`config.mk`:
```
export PLATFORM = sky130hd
export DESIGN_NAME = multi_edge_detector
export DESIGN_NICKNAME = d
export VERILOG_FILES = /design/src/rtl/edge_det_pkg.sv /design/src/rtl/edge_det_channel.sv /design/src/rtl/multi_edge_detector.sv
export SDC_FILE = /design/constraint.sdc
export NUM_CORES = 1
export LEC_CHECK = 0
export BUFFER_PORTS_ARGS = -buffer_cell sky130_fd_sc_hd__buf_4
export CORE_MARGIN = 2
export CORE_UTILIZATION = 55
export CTS_CLUSTER_DIAMETER = 40
export CTS_CLUSTER_SIZE = 10
export DETAILED_ROUTE_END_ITERATION = 7
export GPL_TIMING_DRIVEN = 0
export PLACE_DENSITY = 0.82
export SETUP_SLACK_MARGIN = 0.1
export SLEW_MARGIN = 20
export SYNTH_ARGS = -nofsm -noshare
export SYNTH_HDL_FRONTEND = slang
export SYNTH_SLANG_ARGS = --single-unit
```
`constraint.sdc`:
```
create_clock -name clk -period 2 [get_ports clk]
set_input_delay 0.4 -clock clk [delete_from_list [all_inputs] [get_ports clk]]
set_output_delay 0.4 -clock clk [all_outputs]
set_load 0.02 [all_outputs]
```
`src/rtl/edge_det_pkg.sv`:
```
// Shared types and sizing helpers for the multi-channel edge detector.
package edge_det_pkg;

  typedef enum logic [1:0] {
    MODE_RISE = 2'b00,
    MODE_FALL = 2'b01,
    MODE_BOTH = 2'b10,
    MODE_OFF  = 2'b11
  } mode_e;

  // Debounce counter must hold DEBOUNCE_CYCLES-1 with one bit of headroom.
  function automatic int unsigned dcnt_width(input int unsigned cycles);
    return $clog2(cycles) + 1;
  endfunction

endpackage

```
`src/rtl/edge_det_channel.sv`:
```
// One channel: synchroniser, debounce filter, mode-qualified edge pulse,
// sticky event flag and saturating edge counter.
module edge_det_channel
  import edge_det_pkg::*;
#(
  parameter int unsigned SYNC_STAGES     = 2,
  parameter int unsigned DEBOUNCE_CYCLES = 4,
  parameter int unsigned CNT_W           = 8
) (
  input  logic             clk,
  input  logic             reset_n,
  input  logic             data_in,
  input  logic [1:0]       mode,
  input  logic             clear,
  output logic             level,
  output logic             pulse,
  output logic             event_flag,
  output logic [CNT_W-1:0] edge_count,
  output logic             pulse_d_c
);

  localparam int unsigned           DCNT_W   = dcnt_width(DEBOUNCE_CYCLES);
  localparam logic [DCNT_W-1:0]     DCNT_MAX = DCNT_W'(DEBOUNCE_CYCLES - 1);
  localparam logic [CNT_W-1:0]      CNT_SAT  = '1;

  logic [SYNC_STAGES-1:0] sync_q, sync_d;
  logic [DCNT_W-1:0]      dcnt_q, dcnt_d;
  logic                   level_q, level_d;
  logic                   pulse_q, pulse_d;
  logic                   flag_q, flag_d;
  logic [CNT_W-1:0]       cnt_q, cnt_d;
  logic                   s, accept, rise, fall;
  mode_e                  mode_sel;

  always_comb begin
    sync_d   = {sync_q[SYNC_STAGES-2:0], data_in};
    s        = sync_q[SYNC_STAGES-1];
    mode_sel = mode_e'(mode);
    level_d  = level_q;
    dcnt_d   = dcnt_q + DCNT_W'(1);
    accept   = 1'b0;
    rise     = s & ~level_q;
    fall     = ~s & level_q;

    // A return to the current level before the count completes restarts it.
    if (s == level_q) begin
      dcnt_d = '0;
    end else if (dcnt_q == DCNT_MAX) begin
      level_d = s;
      dcnt_d  = '0;
      accept  = 1'b1;
    end

    pulse_d = accept & (((mode_sel == MODE_RISE) & rise) |
                        ((mode_sel == MODE_FALL) & fall) |
                        ((mode_sel == MODE_BOTH) & (rise | fall)));

    // Set wins over clear so a coincident event is never lost.
    flag_d = flag_q;
    if (pulse_d)    flag_d = 1'b1;
    else if (clear) flag_d = 1'b0;

    cnt_d = cnt_q;
    if (clear && pulse_d)                  cnt_d = CNT_W'(1);
    else if (clear)                        cnt_d = '0;
    else if (pulse_d && (cnt_q != CNT_SAT)) cnt_d = cnt_q + CNT_W'(1);
  end

  always_ff @(posedge clk) begin
    if (!reset_n) begin
      sync_q  <= '0;
      dcnt_q  <= '0;
      level_q <= 1'b0;
      pulse_q <= 1'b0;
      flag_q  <= 1'b0;
      cnt_q   <= '0;
    end else begin
      sync_q  <= sync_d;
      dcnt_q  <= dcnt_d;
      level_q <= level_d;
      pulse_q <= pulse_d;
      flag_q  <= flag_d;
      cnt_q   <= cnt_d;
    end
  end

  assign level      = level_q;
  assign pulse      = pulse_q;
  assign event_flag = flag_q;
  assign edge_count = cnt_q;
  assign pulse_d_c  = pulse_d;

endmodule

```
`src/rtl/multi_edge_detector.sv`:
```
// NUM_CH independent edge-detector channels plus a registered any-pulse
// summary aligned with the per-channel pulses.
module multi_edge_detector
  import edge_det_pkg::*;
#(
  parameter int unsigned NUM_CH          = 4,
  parameter int unsigned SYNC_STAGES     = 2,
  parameter int unsigned DEBOUNCE_CYCLES = 4,
  parameter int unsigned CNT_W           = 8
) (
  input  logic                    clk,
  input  logic                    reset_n,
  input  logic [NUM_CH-1:0]       data_in,
  input  logic [2*NUM_CH-1:0]     mode,
  input  logic [NUM_CH-1:0]       clear,
  output logic [NUM_CH-1:0]       level,
  output logic [NUM_CH-1:0]       pulse,
  output logic [NUM_CH-1:0]       event_flag,
  output logic [CNT_W*NUM_CH-1:0] edge_count,
  output logic                    any_pulse
);

  logic [NUM_CH-1:0] pulse_nxt;
  logic              any_pulse_q, any_pulse_d;

  for (genvar i = 0; i < NUM_CH; i++) begin : g_ch
    edge_det_channel #(
      .SYNC_STAGES    (SYNC_STAGES),
      .DEBOUNCE_CYCLES(DEBOUNCE_CYCLES),
      .CNT_W          (CNT_W)
    ) u_ch (
      .clk       (clk),
      .reset_n   (reset_n),
      .data_in   (data_in[i]),
      .mode      (mode[2*i +: 2]),
      .clear     (clear[i]),
      .level     (level[i]),
      .pulse     (pulse[i]),
      .event_flag(event_flag[i]),
      .edge_count(edge_count[CNT_W*i +: CNT_W]),
      .pulse_d_c (pulse_nxt[i])
    );
  end

  // Built from next-state pulses so it lands in the same cycle as pulse.
  always_comb begin
    any_pulse_d = |pulse_nxt;
  end

  always_ff @(posedge clk) begin
    if (!reset_n) any_pulse_q <= 1'b0;
    else          any_pulse_q <= any_pulse_d;
  end

  assign any_pulse = any_pulse_q;

endmodule

```
---- Word-level counts from Yosys, hierarchy flattened ----
Index checks and enable logic that the tools add are counted.
cells by class
  eq/ne operators ......................... 20
  add/sub/neg operators ................... 8
  multipliers ............................. 0
  shift-type cells ........................ 0
  bitwise operators ....................... 49
  multiplexer cells ....................... 28
  divide/modulo/power cells ............... 0
  reductions and logical operators ........ 33
  $lt $le $gt $ge ......................... 0
operators by type and width
  operator                                             count
  adder 8 x 1 -> 8 bit, second input constant          4
  inequality test 8 bit, second input constant         4
  two-way mux 1 bit                                    28
  AND 1 bit                                            24
  OR reduction 3 bit                                   8
  NOT 1 bit                                            13
  adder 3 x 1 -> 3 bit, second input constant          4
  equality test 3 x 2 -> 1 bit, second input constant  4
  bitwise OR 1 bit                                     12
  nonzero test 3 bit                                   4
  equality test 2 x 1 -> 1 bit, second input constant  4
  equality test 2 bit, second input constant           4
  logical AND 1 bit                                    8
  zero test 2 bit                                      4
  AND reduction 2 bit                                  4
  nonzero test 2 bit                                   4
  equality test 1 bit                                  4
  OR reduction 4 bit                                   1
word-level totals
  word-level logic and storage cells ...... 167
  bits in latches ......................... 0
  bits in registers ....................... 65
  output and inout port bits .............. 45
  RAM bits ................................ 0
  memories ................................ 0
  bits in read-only memories .............. 0

---- Longest topological paths before layout ----
Gate-level depths: netlist of run 1.
  word-level depth ........................ 10
  depth in mapped cells ................... 7
  depth with buffers taken out ............ 6

---- By module ----
A second synthesis of run 1 with hierarchy kept.
unflattened totals
  cell total of the unflattened synthesis .. 334
  area total of the unflattened synthesis .. 3284.4 µm²
modules (own cells, without submodules)
  module               cells each  area each (µm²)  times used
  edge_det_channel     83          813.3            4
  multi_edge_detector  2           31.3             1

---- Worst setup path before layout of run 1 ----
No wires, ideal clock.
  path type ............................... register -> register
  from .................................... register g_ch[3].u_ch.sync_q[1]
  to ...................................... register g_ch[3].u_ch.cnt_q[5]
  setup slack ............................. 0.217 ns
  required time ........................... 1.930 ns
  buffers on the path ..................... 1
  data arrival time ....................... 1.713 ns
  setup time .............................. 0.070 ns
  cell stages (with the launch flop) ...... 8
  cell sequence ........................... dfxtp_1 -> inv_1 -> ha_1 -> and2b_2 -> o21ai_2 -> buf_4 -> or4_1 -> a21oi_1
between the ends
  longest elaborated chain between the ends .. 8
  elaborated cells on any way between the ends .. 15
  classes of those cells .................. eq/ne: 1; mux: 1; bitwise: 10; reduce/logical: 3
RTL lines
  item                                           line                                            text
  start, declared                                edge_det_channel.sv:26                          logic [SYNC_STAGES-1:0] sync_q, sync_d;
  start signal, assigned                         edge_det_channel.sv:78                          sync_q <= sync_d;
  NOT 1 bit                                      edge_det_channel.sv:43                          fall = ~s & level_q;
  AND 1 bit                                      edge_det_channel.sv:43
  AND 1 bit or bitwise OR 1 bit (tied branches)  edge_det_channel.sv:55, edge_det_channel.sv:56
  bitwise OR 1 bit or AND 1 bit (tied branches)  edge_det_channel.sv:54, edge_det_channel.sv:56
  bitwise OR 1 bit                               edge_det_channel.sv:55                          ((mode_sel == MODE_FALL) & fall) |
  AND 1 bit (*)                                  edge_det_channel.sv:54                          pulse_d = accept & (((mode_sel == MODE_RISE) & rise) |
  logical AND 1 bit                              edge_det_channel.sv:64                          if (clear && pulse_d) cnt_d = CNT_W'(1);
  OR reduction 3 bit (no source line)            n/a
  end signal, assigned                           edge_det_channel.sv:83                          cnt_q <= cnt_d;
  end, declared                                  edge_det_channel.sv:31                          logic [CNT_W-1:0] cnt_q, cnt_d;
Mark *: on every way between the ends. The rest lies on a longest branch, timed or not.
A chain may end at the register's enable or synchronous reset.

---- Final worst setup path of run 1 ----
  from .................................... register g_ch[3].u_ch.sync_q[1]
  to ...................................... register g_ch[3].u_ch.cnt_q[6]
The elaborated chain is that of the path after synthesis.

==> results by group, run 1 <==
Status
  • Status: complete, no violations

Placed design
  • Place WS: 0.0704 ns
  • Post-DP Area: 0.00365 sq mm
  • Hpwl dp: 4680 microns
  • RD Place Congestion: 0.857
  • Port Buffers: 61
  • Placed cells: 483

Timing
  • Max-slew violation count: 0
  • PnR worst setup slack: 0.167 ns
  • Hold slack: 0.273 ns
  • Layout Skew: 0.00552 ns
  • Minimum clock period after layout: 1.83 ns
  • Total Neg Setup Slack: 0 ns
  • Tcrit/Tclk final: 91.7%
  • Fmax: 546 MHz
  • Setup violators final: 0
  • Hold Fails Final Rpt: 0
  • Relative slew slack: 60.4%
  • Least-Margin Pin Slew: 0.594 ns
  • Unrepaired setup endpoints after global routing: no

GRT
  • First-pass GRT wire length: 10900 microns
  • Initial antenna violation count: 0
  • Vias in the first global route: 2540
  • Largest net degree at the start of global routing: 11
  • GR Overflow Total: 0
  • All-Layer GR Usage: 21.9%

Power
  • Power Dens Cells: 610 mW/mm^2
  • Leakage power: 1.72 nW
  • Tot Pwr: 2.39 mW
  • Peak VDD IR: 0.501 mV

Setup path
  • CP arrival: 2.10 ns
  • Critical path type: reg2reg
  • Critical path endpoint category: flop
  • Worst path top cell family by delay: simple AND/OR/NAND/NOR gates
  • Crit Path Max Fanout: 10
  • Setup crit start kind: flop
  • Cell Chain, Critical Path: inv_1 > ha_1 > and2b_2 > o21ai_2 > buf_6 > or4_1 > a21oi_1
  • CP max-delay cell: or4_1
  • CP max stage delay: 0.49 ns
  • WP buf/inv: 2
  • Required time of the critical path: 2.26 ns

Clock tree
  • TritonCTS Buffers: 9
  • CTS tree: built
  • Clock buffer depth: 2
  • Root Buffer: clkbuf_8
  • Clock-pin slew on the worst setup and hold paths: 0.06 ns
  • Clk_lat worst skew: 0.33 ns
  • Clock sinks: 65
  • # hold bufs at CTS: 0
  • CTS H-Tree Depth: 3

Yosys
  • Leading cell types by count after synthesis: dfxtp_1 (65), nand2_1 (29), a21oi_1 (28)
  • Yosys warns: 0
  • Synth cell types: 50
  • Ys flop type: dfxtp_1
  • Synth async-reset ratio: 0%
  • Most common cell in the synthesized netlist: dfxtp_1
  • EDFF count, synth: 0
  • Post-Syn Area: 0.00310 sq mm
  • Mapped Nets: 388
  • Mean Syn Cell Area: 8.87 sq um
  • Sequential area share after synthesis: 41.9%
  • Yosys reg bits: 65
  • Post-synth top area cell: dfxtp_1
  • Share of the synthesized area in the top cell type: 41.9%
  • Cell count after synthesis: 350
  • Area contributors post-synth: dfxtp_1 (42%), ha_1 (8.1%), a21oi_1 (4.5%)

Route
  • DR vias: 2771
  • Final WL: 6630 microns
  • Residual DRC: 0
  • ANT nets after route: 0
  • DR WL/cell: 13.3 microns
  • Drt first pass iters: 4
  • DR iter-0 viols: 129
  • Vias per inst: 5.54

Layout
  • Layout cells sized above 1: 27.3%
  • Antenna diodes: 0
  • Final nets: 464
  • Area Overhead vs Synth: 26.1%
  • Final std cell area, no fill: 0.00391 sq mm
  • Fill count: 431
  • Multi-input logic area: 0.00164 sq mm
  • Post-Layout Cell Count: 500
  • Fin util: 71.5%
  • FF/Latch Area: 0.00130 sq mm

Floorplan
  • Starting Density: 56.7%
  • Die Area: 0.00626 sq mm
  • Die height: 79.1 microns
  • IO Pins: 63
  • Chip width: 79.1 microns
  • Placeable Area: 0.00547 sq mm
  • Cell row count: 27

Min path
  • Worst min-delay path class: in2reg

Run
  • Max Cap Viol: 0
[final timing paths]
kind / start / endpoint / cells after the start / slack (ns)
worst min register to register: g_ch[3].u_ch.dcnt_q[0] / g_ch[3].u_ch.dcnt_q[0] / 1 / 0.43
worst max-delay path: g_ch[3].u_ch.sync_q[1] / g_ch[3].u_ch.edge_count[6] / 7 / 0.17
worst max register to register: g_ch[3].u_ch.sync_q[1] / g_ch[3].u_ch.edge_count[6] / 7 / 0.17
worst min-delay path: data_in[2] / g_ch[2].u_ch.sync_q[0] / 2 / 0.27
[layer usage]
metal | up-vias | wire [microns] | track usage [%] | share of wire [%]
li1 | 1406 | - | - | -
met1 | 1281 | 3020 | 26.5 | 46
met2 | 74 | 3200 | 37.5 | 48
met3 | 10 | 295 | 5.00 | 4.5
met4 | 0 | 112 | 8.62 | 1.7
met5 | - | 0 | 0 | 0
[worst register-to-register path: cells and delay by family (launching register included)]
| family | cells | cell delay, ns |
|---|---|---|
| and+or+nand+nor | 2 | 0.73 |
| DFF | 1 | 0.34 |
| adders and majority gates | 1 | 0.30 |
| AOI/OAI and AO/OA | 2 | 0.22 |
| buffers and inverters | 2 | 0.19 |
[final cells by class]
type	count	share of cell area, %
well taps	72	2.30
inverters	24	2.30
plain buffers	21	3.52
flip-flops and latches	65	33.3
clock buffers	13	4.32
multi-input cells	240	41.8
repair buffers	65	12.5
[kinds of logic (layout without fill, tap and decap cells)]
| kind of cell | Yosys count | count (layout) | synth area share, % |
|---|---|---|---|
| compound gates | 89 | 89 | 19.9 |
| fa+ha+maj | 20 | 20 | 8.06 |
| simple gates | 131 | 131 | 23.0 |
| buf+inv | 45 | 123 | 7.14 |
| flops | 65 | 65 | 41.9 |
[where the power goes]
| group | internal (mW) | switching (mW) |
|---|---|---|
| Sequential | 1.30 | 0.00448 |
| Combinational | 0.0418 | 0.0517 |
| Clock | 0.532 | 0.452 |
| Total | 1.88 | 0.509 |
[registers in the layout (all words and copies together) (netlist names)]
register and cells:
any_pulse 1, g_ch.u_ch.dcnt_q 12, g_ch.u_ch.edge_count 32, g_ch.u_ch.event_flag 4, g_ch.u_ch.level 4, g_ch.u_ch.pulse 4, g_ch.u_ch.sync_q 8
[layout by cell type (no fill, tap or decap), types with 7 or more instances in the layout]
cell type / count
and2_1: 9
nand3_1: 10
buf_4: 77
nand2_1: 29
a21oi_1: 25
o31ai_1: 7
o21ai_0: 7
nor2_1: 26
dfxtp_1: 64
clkbuf_8: 12
nor2b_1: 7
and3_1: 8
ha_1: 20
inv_1: 24
[timing repair]
| item | in CTS | in global routing |
|---|---|---|
| gates resized for setup | 2 | 14 |
| buffers inserted | 1 | 3 |
| endpoints found under the setup margin | 10 | 16 |
Note: power is estimated with default switching activity, not from simulation.
==> inputs of run 2 (changes only) <==
- CORE_UTILIZATION: 55 -> 57
- CTS_BUF_LIST: not set -> sky130_fd_sc_hd__clkbuf_2 sky130_fd_sc_hd__clkbuf_4 sky130_fd_sc_hd__clkbuf_8
- PLACE_DENSITY: 0.82 -> 0.84
==> results by group, run 2 (same netlist as run 1, synthesis figures left out) <==
Clock tree
  • Clock sinks: 65
  • Clock buffer depth: 2
  • Root Buffer: clkbuf_8
  • TritonCTS Buffers: 9
  • Clk_lat worst skew: 0.32 ns
  • CTS tree: built
  • Clock-pin slew on the worst setup and hold paths: 0.07 ns
  • CTS H-Tree Depth: 3
  • # hold bufs at CTS: 0

Route
  • Drt first pass iters: 4
  • Residual DRC: 0
  • Vias per inst: 5.59
  • ANT nets after route: 0
  • Final WL: 6730 microns
  • DR vias: 2808
  • DR iter-0 viols: 111
  • DR WL/cell: 13.4 microns

Timing
  • Unrepaired setup endpoints after global routing: yes
  • Fmax: 538 MHz
  • Total Neg Setup Slack: 0 ns
  • PnR worst setup slack: 0.140 ns
  • Minimum clock period after layout: 1.86 ns
  • Layout Skew: 0.00518 ns
  • Hold Fails Final Rpt: 0
  • Max-slew violation count: 0
  • Relative slew slack: 59.9%
  • Least-Margin Pin Slew: 0.602 ns
  • Tcrit/Tclk final: 93.0%
  • Setup violators final: 0

Layout
  • Final nets: 465
  • Area Overhead vs Synth: 27.3%
  • Most frequent cells in the layout: buf_4 (80), dfxtp_1 (62), nand2_1 (29)
  • Antenna diodes: 0
  • Layout cells sized above 1: 28.7%
  • Leading cell type in the layout, fill and taps excluded: buf_4
  • Max reg flops: 32
  • Final std cell area, no fill: 0.00395 sq mm

Setup path
  • Reg2reg start: g_ch[3].u_ch.sync_q[1]
  • Reg2Reg Capture Point: g_ch[3].u_ch.edge_count[5]
  • Crit Path Max Fanout: 10
  • Critical path endpoint category: flop
  • Required time of the critical path: 2.25 ns
  • Reg2reg setup slack: 0.14 ns
  • CP arrival: 2.11 ns
  • CP max-delay cell: or4_4
  • FF-to-FF path depth: 7
  • Critical path type: reg2reg
  • CP max stage delay: 0.52 ns
  • Cell Chain, Critical Path: inv_1 > ha_4 > and2b_2 > o21ai_2 > buf_4 > or4_4 > a21oi_2
  • Setup crit start kind: flop

GRT
  • Initial antenna violation count: 0
  • Largest net degree at the start of global routing: 11
  • First-pass GRT wire length: 10900 microns
  • All-Layer GR Usage: 22.1%
  • GR Overflow Total: 0
  • Vias in the first global route: 2488

Placed design
  • RD Place Congestion: 0.824
  • Place WS: 0.0887 ns
  • Port Buffers: 61
  • Post-DP Area: 0.00365 sq mm
  • Hpwl dp: 4690 microns

Floorplan
  • Placeable Area: 0.00517 sq mm
  • Starting Density: 60.0%
  • Cell row count: 26
  • Die Area: 0.00605 sq mm
  • Die height: 77.8 microns
  • Chip width: 77.8 microns
  • IO Pins: 63

Power
  • Leakage power: 1.75 nW
  • Peak VDD IR: 0.535 mV
  • Power Dens Cells: 635 mW/mm^2
  • Tot Pwr: 2.51 mW

Status
  • Status: complete, no violations

Min path
  • Worst min-delay path class: in2reg
  • Hold Path Origin: data_in[2]
  • WHS Path Cells: 2
  • Worst hold endpoint: g_ch[2].u_ch.sync_q[0]

Run
  • Max Cap Viol: 0
==> run 2: per-layer routing <==
| layer | GRT usage (%) | up-vias | wire, microns |
|---|---|---|---|
| met5 | 0 | - | 0 |
| met4 | 8.93 | 0 | 76 |
| met3 | 4.19 | 11 | 388 |
| met2 | 35.9 | 91 | 3270 |
| met1 | 28.9 | 1291 | 2990 |
| li1 | - | 1415 | - |
==> run 2: through the flow <==
stage	utilization [%]	hold WS (ns)	std cells
final	76.4	0.284	502
after global routing	76.4	0.276	502
after CTS	74.7	0.278	497
after detailed placement	70.5	0.415	481
after global placement	70.5	0.405	481
after floorplan	-	0.398	350
==> run 2: worst max-delay path by stage <==
stage | start | endpoint | slack (ns) | cells past startpoint
2_1_floorplan | g_ch[3].u_ch.sync_q[1] | g_ch[3].u_ch.edge_count[5] | 0.22 | 7
3_3_place_gp | g_ch[1].u_ch.sync_q[1] | g_ch[1].u_ch.edge_count[7] | 0.11 | 7
3_5_place_dp | g_ch[3].u_ch.sync_q[1] | g_ch[3].u_ch.edge_count[5] | 0.09 | 7
4_1_cts | g_ch[2].u_ch.sync_q[1] | g_ch[2].u_ch.edge_count[5] | 0.10 | 7
5_1_grt | g_ch[1].u_ch.sync_q[1] | g_ch[1].u_ch.edge_count[7] | 0.05 | 7
6_report | g_ch[3].u_ch.sync_q[1] | g_ch[3].u_ch.edge_count[5] | 0.14 | 7
==> run 2: critical path, delay by kind of cell (launching register included) <==
kind	cells	cell delay, ns
and+or+nand+nor	2	0.77
DFF	1	0.34
buffers and inverters	2	0.25
adders and majority gates	1	0.24
AOI/OAI and AO/OA	2	0.20
==> run 2: layout make-up <==
type / count / area [sq um]
inverter: 24 / 90.1
fill: 378 / 1220
clock inverter: 3 / 40.0
clock buffer: 13 / 160
tap: 70 / 87.6
timing repair buffer: 66 / 495
buffer: 21 / 134
multi-input combinational: 240 / 1640
sequential: 65 / 1310
==> run 2: report_power, final <==
group | total [mW] | switching (mW) | leakage, nW | internal, mW
clock network | 1.11 | 0.460 | 0.108 | 0.649
registers | 1.31 | 0.00464 | 0.527 | 1.30
logic | 0.0928 | 0.0516 | 1.11 | 0.0413
total | 2.51 | 0.516 | 1.75 | 1.99
==> run 2: what timing repair did <==
item                                    CTS  global route
pin swaps                                 0             2
endpoints found under the setup margin    4            15
setup buffers                             0             5
resized for setup                         4            14
cloned                                    0             0
